[src/rtl/flag_ctrl_pkg.sv]
// Shared encodings for the Z/V/N flag unit:
// opcodes, branch condition codes, flag bit positions, FSM states.
package flag_ctrl_pkg;

  localparam logic [3:0] OP_ADD    = 4'b0000;
  localparam logic [3:0] OP_SUB    = 4'b0001;
  localparam logic [3:0] OP_XOR    = 4'b0010;
  localparam logic [3:0] OP_RED    = 4'b0011;
  localparam logic [3:0] OP_SLL    = 4'b0100;
  localparam logic [3:0] OP_SRA    = 4'b0101;
  localparam logic [3:0] OP_ROR    = 4'b0110;
  localparam logic [3:0] OP_PADDSB = 4'b0111;

  localparam logic [2:0] CC_NE     = 3'b000;
  localparam logic [2:0] CC_EQ     = 3'b001;
  localparam logic [2:0] CC_GT     = 3'b010;
  localparam logic [2:0] CC_LT     = 3'b011;
  localparam logic [2:0] CC_GE     = 3'b100;
  localparam logic [2:0] CC_LE     = 3'b101;
  localparam logic [2:0] CC_OV     = 3'b110;
  localparam logic [2:0] CC_UNCOND = 3'b111;

  localparam int FLAG_Z = 2;
  localparam int FLAG_V = 1;
  localparam int FLAG_N = 0;

  typedef enum logic {
    S_IDLE = 1'b0,
    S_WAIT = 1'b1
  } state_t;

  // Which of {Z,V,N} an opcode writes.
  function automatic logic [2:0] flag_mask(input logic [3:0] op);
    logic [2:0] m;
    m = 3'b000;
    case (op)
      OP_ADD, OP_SUB:                 m = 3'b111;
      OP_XOR, OP_SLL, OP_SRA, OP_ROR: m = 3'b100;
      default:                        m = 3'b000;
    endcase
    return m;
  endfunction

endpackage

[src/rtl/dff.sv]
// Bank of flops with per-bit write enable and async active-low reset.
// Ports: clk, rst_n, wen[W], d[W] in; q[W] out.
module dff #(
  parameter int W = 1
) (
  input  logic         clk,
  input  logic         rst_n,
  input  logic [W-1:0] wen,
  input  logic [W-1:0] d,
  output logic [W-1:0] q
);

  always_ff @(posedge clk or negedge rst_n) begin
    if (!rst_n) begin
      q <= '0;
    end else begin
      for (int i = 0; i < W; i++) begin
        if (wen[i]) q[i] <= d[i];
      end
    end
  end

endmodule

[src/rtl/flag_ctrl_cond_eval.sv]
// Branch condition evaluator over {Z,V,N}.
// Ports: flags[2:0], ccc[2:0] in; taken out.
module cond_eval
  import flag_ctrl_pkg::*;
(
  input  logic [2:0] flags,
  input  logic [2:0] ccc,
  output logic       taken
);

  logic w_z;
  logic w_v;
  logic w_n;

  assign w_z = flags[FLAG_Z];
  assign w_v = flags[FLAG_V];
  assign w_n = flags[FLAG_N];

  always_comb begin
    taken = 1'b0;
    case (ccc)
      CC_NE:     taken = !w_z;
      CC_EQ:     taken = w_z;
      CC_GT:     taken = !w_z && !w_n;
      CC_LT:     taken = w_n;
      CC_GE:     taken = w_z || (!w_z && !w_n);
      CC_LE:     taken = w_n || w_z;
      CC_OV:     taken = w_v;
      CC_UNCOND: taken = 1'b1;
      default:   taken = 1'b0;
    endcase
  end

endmodule

[src/rtl/flag_ctrl.sv]
// Z/V/N flag state, branch resolution and flag RAW hazard handling.
// Ports: clk, rst(n), ex_*, id_*, flush in; flags_out, br_*, stall out.
module flag_ctrl
  import flag_ctrl_pkg::*;
#(
  parameter bit FORWARD = 1'b0
) (
  input  logic       clk,
  input  logic       rst,
  input  logic       ex_valid,
  input  logic [3:0] ex_opcode,
  input  logic [2:0] ex_flags,
  input  logic       id_br_valid,
  input  logic [2:0] id_ccc,
  input  logic       flush,
  output logic [2:0] flags_out,
  output logic       br_resolved,
  output logic       br_taken,
  output logic       stall
);

  state_t     r_state;
  state_t     w_state_nxt;
  logic [2:0] r_ccc;
  logic [2:0] w_ccc_nxt;
  logic [2:0] w_mask;
  logic       w_wr;
  logic [2:0] w_eff;
  logic [2:0] w_sel_flags;
  logic [2:0] w_sel_ccc;
  logic       w_taken;

  // A flushed EX instruction must not commit flags.
  assign w_mask = (ex_valid && !flush) ? flag_mask(ex_opcode) : 3'b000;
  assign w_wr   = |w_mask;

  dff #(.W(3)) u_flags (
    .clk   (clk),
    .rst_n (rst),
    .wen   (w_mask),
    .d     (ex_flags),
    .q     (flags_out)
  );

  assign w_eff = FORWARD ? ((ex_flags & w_mask) | (flags_out & ~w_mask))
                         : flags_out;

  // WAIT resolves on the committed (pre-edge) flags.
  assign w_sel_flags = (r_state == S_WAIT) ? flags_out : w_eff;
  assign w_sel_ccc   = (r_state == S_WAIT) ? r_ccc : id_ccc;

  cond_eval u_cond (
    .flags (w_sel_flags),
    .ccc   (w_sel_ccc),
    .taken (w_taken)
  );

  always_ff @(posedge clk or negedge rst) begin
    if (!rst) begin
      r_state <= S_IDLE;
      r_ccc   <= 3'b000;
    end else begin
      r_state <= w_state_nxt;
      r_ccc   <= w_ccc_nxt;
    end
  end

  always_comb begin
    w_state_nxt = r_state;
    w_ccc_nxt   = r_ccc;
    stall       = 1'b0;
    br_resolved = 1'b0;
    br_taken    = 1'b0;
    if (!rst) begin
      w_state_nxt = S_IDLE;
    end else if (flush) begin
      w_state_nxt = S_IDLE;
    end else begin
      unique case (r_state)
        S_IDLE: begin
          if (id_br_valid) begin
            if (w_wr && !FORWARD && id_ccc != CC_UNCOND) begin
              stall       = 1'b1;
              w_ccc_nxt   = id_ccc;
              w_state_nxt = S_WAIT;
            end else begin
              br_resolved = 1'b1;
              br_taken    = w_taken;
            end
          end
        end
        S_WAIT: begin
          br_resolved = 1'b1;
          br_taken    = w_taken;
          w_state_nxt = S_IDLE;
        end
        default: w_state_nxt = S_IDLE;
      endcase
    end
  end

endmodule

[config.mk]
export PLATFORM = sky130hd
export DESIGN_NAME = flag_ctrl
export DESIGN_NICKNAME = d
export VERILOG_FILES = /design/src/rtl/flag_ctrl_pkg.sv /design/src/rtl/dff.sv /design/src/rtl/flag_ctrl_cond_eval.sv /design/src/rtl/flag_ctrl.sv
export SDC_FILE = /design/constraint.sdc
export NUM_CORES = 1
export LEC_CHECK = 0
export ABC_CLOCK_PERIOD_IN_PS = 5650
export CAP_MARGIN = 20
export CORE_AREA = 3 3 40 42
export CTS_CLUSTER_DIAMETER = 30
export DETAILED_ROUTE_END_ITERATION = 10
export DIE_AREA = 0 0 43 45
export PLACE_DENSITY = 0.68
export RECOVER_POWER = 100
export SYNTH_ARGS = -nofsm -noshare
export SYNTH_HDL_FRONTEND = slang
export SYNTH_SLANG_ARGS = --single-unit
[constraint.sdc]
create_clock -name clk -period 5.65 [get_ports clk]
set_input_delay 1.695 -clock clk [delete_from_list [all_inputs] [get_ports clk]]
set_output_delay 1.695 -clock clk [all_outputs]
set_load 0.02 [all_outputs]
* Word level (Yosys, flattened, before mapping)
Cells that the tools add are included.
Operators by class: eq/ne operators 13, muxes and demuxes 22, bitwise gates (word level) 2, reductions and logical operators 14
Operators by type and width (count):
- 1-bit two-way mux | 15
- 3-bit equality test (second input constant) | 4
- 4-bit by 3-bit equality test with 1-bit output (second input constant) | 3
- 1-bit one-hot mux with 8 select lines | 1
- 3-bit by 2-bit equality test with 1-bit output (second input constant) | 2
- 3-bit two-way mux | 2
- 1-bit one-hot mux with 2 select lines | 3
- 3-bit one-hot mux with 2 select lines | 1
- 5-bit AND reduction | 1
- 4-bit by 1-bit equality test with 1-bit output (second input constant) | 1
- 4-bit by 2-bit equality test with 1-bit output (second input constant) | 1
- 4-bit zero test | 1
- 4-bit OR reduction | 1
- 3-bit by 1-bit equality test with 1-bit output (second input constant) | 1
- 1-bit logical AND | 3
- 1-bit zero test | 3
- 3-bit zero test | 1
- 3-bit != test (second input constant) | 1
- 3-bit OR reduction | 1
- 1-bit logical OR | 2
- 1-bit inverter | 2
- 2-bit OR reduction | 1
Storage, ports and cells: bits in registers 7, word-level logic and storage cells 56

* Logic depth before layout (Yosys ltp)
word-level depth 11, mapped depth 6

* Cells and area by module
A second synthesis with hierarchy kept.
Second synthesis, totals: cells, all modules 39, area total of the unflattened synthesis 435.4 sq um
Modules (own cells, without submodules):
- flag_ctrl | times used 1, cells each 22, area each 239.0 sq um, seq. area each 100.1 sq um
- dff | times used 1, cells each 6, area each 120.1 sq um, seq. area each 75.1 sq um
- cond_eval | times used 1, cells each 11, area each 76.3 sq um, seq. area each 0.0 sq um

* Worst setup path after synthesis
No wires, ideal clock.
path type in2out, start in id_ccc[2], end out br_taken, arrival 3.011 ns, setup slack 0.944 ns, cell stages on the path 5, buffers on the path 0, cell sequence mux2_4 > and3_1 > o21ai_1 > o221ai_1 > a2111oi_2
Between the ends: longest elaborated chain between the ends 8, elaborated cells on any way between the ends 17, classes of those cells eq/ne (8); mux (7); reduce/logical (2)
RTL lines:
- from (decl) | RTL line flag_ctrl.sv:14 | input logic [2:0] id_ccc,
- 3-bit two-way mux | RTL line flag_ctrl.sv:50 | assign w_sel_ccc = (r_state == S_WAIT) ? r_ccc : id_ccc;
- 3-bit equality test (tied with other cells) | RTL line flag_ctrl_cond_eval.sv:21 | case (ccc)
- 1-bit one-hot mux with 8 select lines | RTL line flag_ctrl_cond_eval.sv:21
- 1-bit two-way mux | RTL line flag_ctrl.sv:82 | if (w_wr && !FORWARD && id_ccc != CC_UNCOND) begin
- 1-bit two-way mux | RTL line flag_ctrl.sv:81 | if (id_br_valid) begin
- 1-bit one-hot mux with 2 select lines (*) | RTL line flag_ctrl.sv:79 | unique case (r_state)
- 1-bit two-way mux (*) | RTL line flag_ctrl.sv:76 | end else if (flush) begin
- 1-bit two-way mux (*) | RTL line flag_ctrl.sv:74 | if (!rst) begin
- to (decl) | RTL line flag_ctrl.sv:18 | output logic br_taken,
Every way passes the cells marked *; elsewhere a longest branch is shown, timed or not.

* Worst setup path in the final report
start in flush, end out stall
Between the ends: longest elaborated chain between the ends 10
RTL lines:
- from (decl) | RTL line flag_ctrl.sv:15 | input logic flush,
- 1-bit zero test | RTL line flag_ctrl.sv:34 | assign w_mask = (ex_valid && !flush) ? flag_mask(ex_opcode) : 3'b000;
- 1-bit logical AND | RTL line flag_ctrl.sv:34
- 3-bit two-way mux | RTL line flag_ctrl.sv:34
- 3-bit OR reduction | RTL line flag_ctrl.sv:35 | assign w_wr = |w_mask;
- 1-bit logical AND | RTL line flag_ctrl.sv:82
- 1-bit two-way mux | RTL line flag_ctrl.sv:82
- 1-bit two-way mux | RTL line flag_ctrl.sv:81
- 1-bit two-way mux | RTL line flag_ctrl.sv:79
- 1-bit two-way mux (*) | RTL line flag_ctrl.sv:76
- 1-bit two-way mux (*) | RTL line flag_ctrl.sv:74
- to (decl) | RTL line flag_ctrl.sv:19 | output logic stall
Marks and branches as above.

==> results.yml <==
status:
  outcome: "finished clean"
routing:
  drt_wl_total_um: 945
  routed_via_density: 4.68
  routed-wl-met3_um: 36
  vias: 384
  drc: 0
  ant_nets: 0
  first_pass_iters: 3
  met1Wirelength_um: 429
  highest_layer: "met4"
  route.met2.wl_um: 463
  drt_iter0_markers: 3
  wl_per_cell_um: 11.5
worst_setup_path:
  path_depth: 7
  critPathCaptureType: "output pin"
  critPathKind: "primary input to output pin"
  timing.rr.start: "r_state"
  crit_path_start_kind: "primary input"
  crit_family: "buffers and inverters"
  crit-reg2reg-capture: "r_ccc[2]"
  cp.arrival_ns: 3.85
  slowest_delay_ns: 0.60
  crit_buf_inv: 3
  crit_top_cell: "clkdlybuf4s50_1"
  r2r_cells: 2
  cp.required_ns: 3.95
  slowest_stage: "clkdlybuf4s50_1"
  cp_max_fo: 4
  r2r_slack_ns: 4.14
  crit_chain: "clkdlybuf4s50_1 -> nor2_2 -> nand3_1 -> a31o_1 -> or4_4 -> inv_1 -> clkdlybuf4s50_1"
logic_synthesis:
  netlist_instances: 41
  ys_warn_count: 0
  synth.avg_cell_area_um2: 10.7
  yosysTopAreaCell: "dfrtp_1"
  synth_flop_cell: "dfrtp_1"
  ys_seq_area_share_pct: 39.9
  synth.top_cell.area_share_pct: 39.9
  synthesis.nets: 56
  ys_ff_latch: 7
  synthesis.area_um2: 439
  synth_area_leaders: "dfrtp_1 40%, mux2_2 10%, mux2_1 7.7%"
  synth_cell_types: 22
  synth_edf_count: 0
  ys_async_sr_fraction_pct: 100
global_routing:
  grt_pass1_vias: 430
  grt_max_degree: 8
  grt_first_pass_wirelength_um: 1800
  grt.overflow.total: 0
  antenna_found_initial: 0
  grt_usage_pct: 12.4
cts:
  cts_sinks: 7
  cts_setup_buffers: 0
  cts_root_buf: "clkbuf_4"
  cts_tree: "built"
  cts.htree.levels: 1
  cts_inserted_buffers: 3
  clkLatencyLatePin_ns: 0.24
  cts_buffer_depth: 2
  clkSlewWorstSetupHoldPaths_ns: 0.05
finish:
  nets: 83
  diodes: 0
  fillers: 130
  area_growth_pct: 55.0
  drive_gt1_share_pct: 19.4
  instances_no_fill: 82
floorplan:
  placementRows: 13
  die_area_mm2: 0.00194
  start_util_pct: 34.2
  core-area_mm2: 0.00128
  pin_count: 21
  die-height_um: 45
  chipWidth_um: 43
place:
  place_congestion: 0.706
  place_ws_ns: 0.102
  dp_cells: 78
  numPortBuffers: 20
  hpwl_um: 823
sta:
  rsz0062_at_grt: "no"
  tightest_slew_ns: 0.382
  period_needed_ns: 5.54
  hold_viol: 0
  fin_skew_ns: 0.00254
  min_period_over_period_pct: 98.1
  slew_viol_final: 0
  setup_violations: 0
  finalSetupTns_ns: 0
  finalWorstSetupSlack_ns: 0.108
  maxSlewHeadroom_pct: 74.5
  fmax_mhz: 180
min_path:
  min-delay-start: "r_ccc[2]"
  min_path_cells: 1
  hp-class: "flop to flop"
  holdPathEnd: "r_ccc[2]"
power:
  powerDensity_mw_per_mm2: 232
  finalPower_mw: 0.158
  p_leak_nw: 0.300
  peakVddDrop_v: 0.000127
job:
  maxCapViolCount: 0
-- layout make-up --
| cell class | instances | area [um^2] | area share [%] |
|---|---|---|---|
| tap | 15 | 18.8 | 2.76 |
| multi-input combinational | 30 | 236 | 34.7 |
| clock buffer | 4 | 26.3 | 3.86 |
| inverter | 3 | 11.3 | 1.65 |
| sequential | 7 | 175 | 25.7 |
| timing repair buffer | 23 | 213 | 31.2 |
-- layout by cell type (no fill, tap or decap), drive strengths merged --
cell type / n
clkdlybuf4s50: 14
mux2: 8
dfrtp: 7
clkbuf: 6
dlygate4sd3: 5
nor2: 4
inv: 3
nand2: 3
nand3: 2
mux2i: 2
a21oi: 2
buf: 2
o21ai: 2
a31o: 1
nand2b: 1
or4: 1
and3: 1
o221ai: 1
a22oi: 1
a2111oi: 1
-- worst register-to-register path: cells and delay by family (launching register included) --
kind | cells | cell delay, ns
flops | 1 | 0.46
mux | 1 | 0.33
simple gates | 1 | 0.60
-- flip-flops by register name, indices dropped and copies added, names as in the netlist --
signal and flops:
u_flags.q 3, r_state 1, r_ccc 3
-- what timing repair did --
item / in CTS / in global routing
endpoints found under the hold margin: 0 / 0
gates resized for setup: 0 / 1
hold buffers: 0 / 0
setup endpoints to repair: 0 / 1
-- metrics by stage --
| step | util [%] | hold WS [ns] | cell area [um^2] |
|---|---|---|---|
| 3_5_place_dp | 52.1 | 0.486 | 669 |
| 6_report | 53.0 | 0.494 | 681 |
| 3_3_place_gp | 52.1 | 0.474 | 669 |
| 4_1_cts | 54.1 | 0.497 | 696 |
| 5_1_grt | 53.0 | 0.532 | 681 |
| 2_1_floorplan | - | 0.464 | 439 |
-- layer usage --
metal / up-vias / GRT usage [%]
met5: - / 0
met2: 6 / 21.6
met3: 2 / 1.20
met1: 175 / 14.3
met4: 0 / 9.04
li1: 201 / -
-- kinds of logic (layout without fill, tap and decap cells) --
| logic type | after synthesis | after routing | share of synthesized area (%) |
|---|---|---|---|
| muxes | 10 | 10 | 25.9 |
| buffers and inverters | 4 | 30 | 5.13 |
| AOI/OAI and AO/OA | 8 | 8 | 13.7 |
| and+or+nand+nor | 12 | 12 | 15.4 |
| DFF | 7 | 7 | 39.9 |
-- cells in the mapped netlist (2+ instances only) --
| cell type | n |
|---|---|
| dfrtp_1 | 7 |
| mux2_2 | 4 |
| inv_1 | 3 |
| mux2_1 | 3 |
| nand2_1 | 3 |
| nor2_1 | 3 |
| a21oi_1 | 2 |
| mux2i_1 | 2 |
-- how the worst max path moves through the flow --
stage	startpoint	to	slack, ns
floorplan	id_ccc[2]	br_taken	0.94
global placement	id_ccc[2]	br_taken	0.11
detailed placement	id_ccc[2]	br_taken	0.10
CTS	id_ccc[2]	br_taken	0.08
global route	flush	stall	0.03
finish	flush	stall	0.11
-- report_power, final --
part	total, mW	internal (mW)	switching, mW
sequential	0.0648	0.0588	0.00599
clock	0.0437	0.0268	0.0168
combinational	0.0497	0.0277	0.0219
total	0.158	0.113	0.0447
No activity file was read; power rests on OpenSTA's default activity.
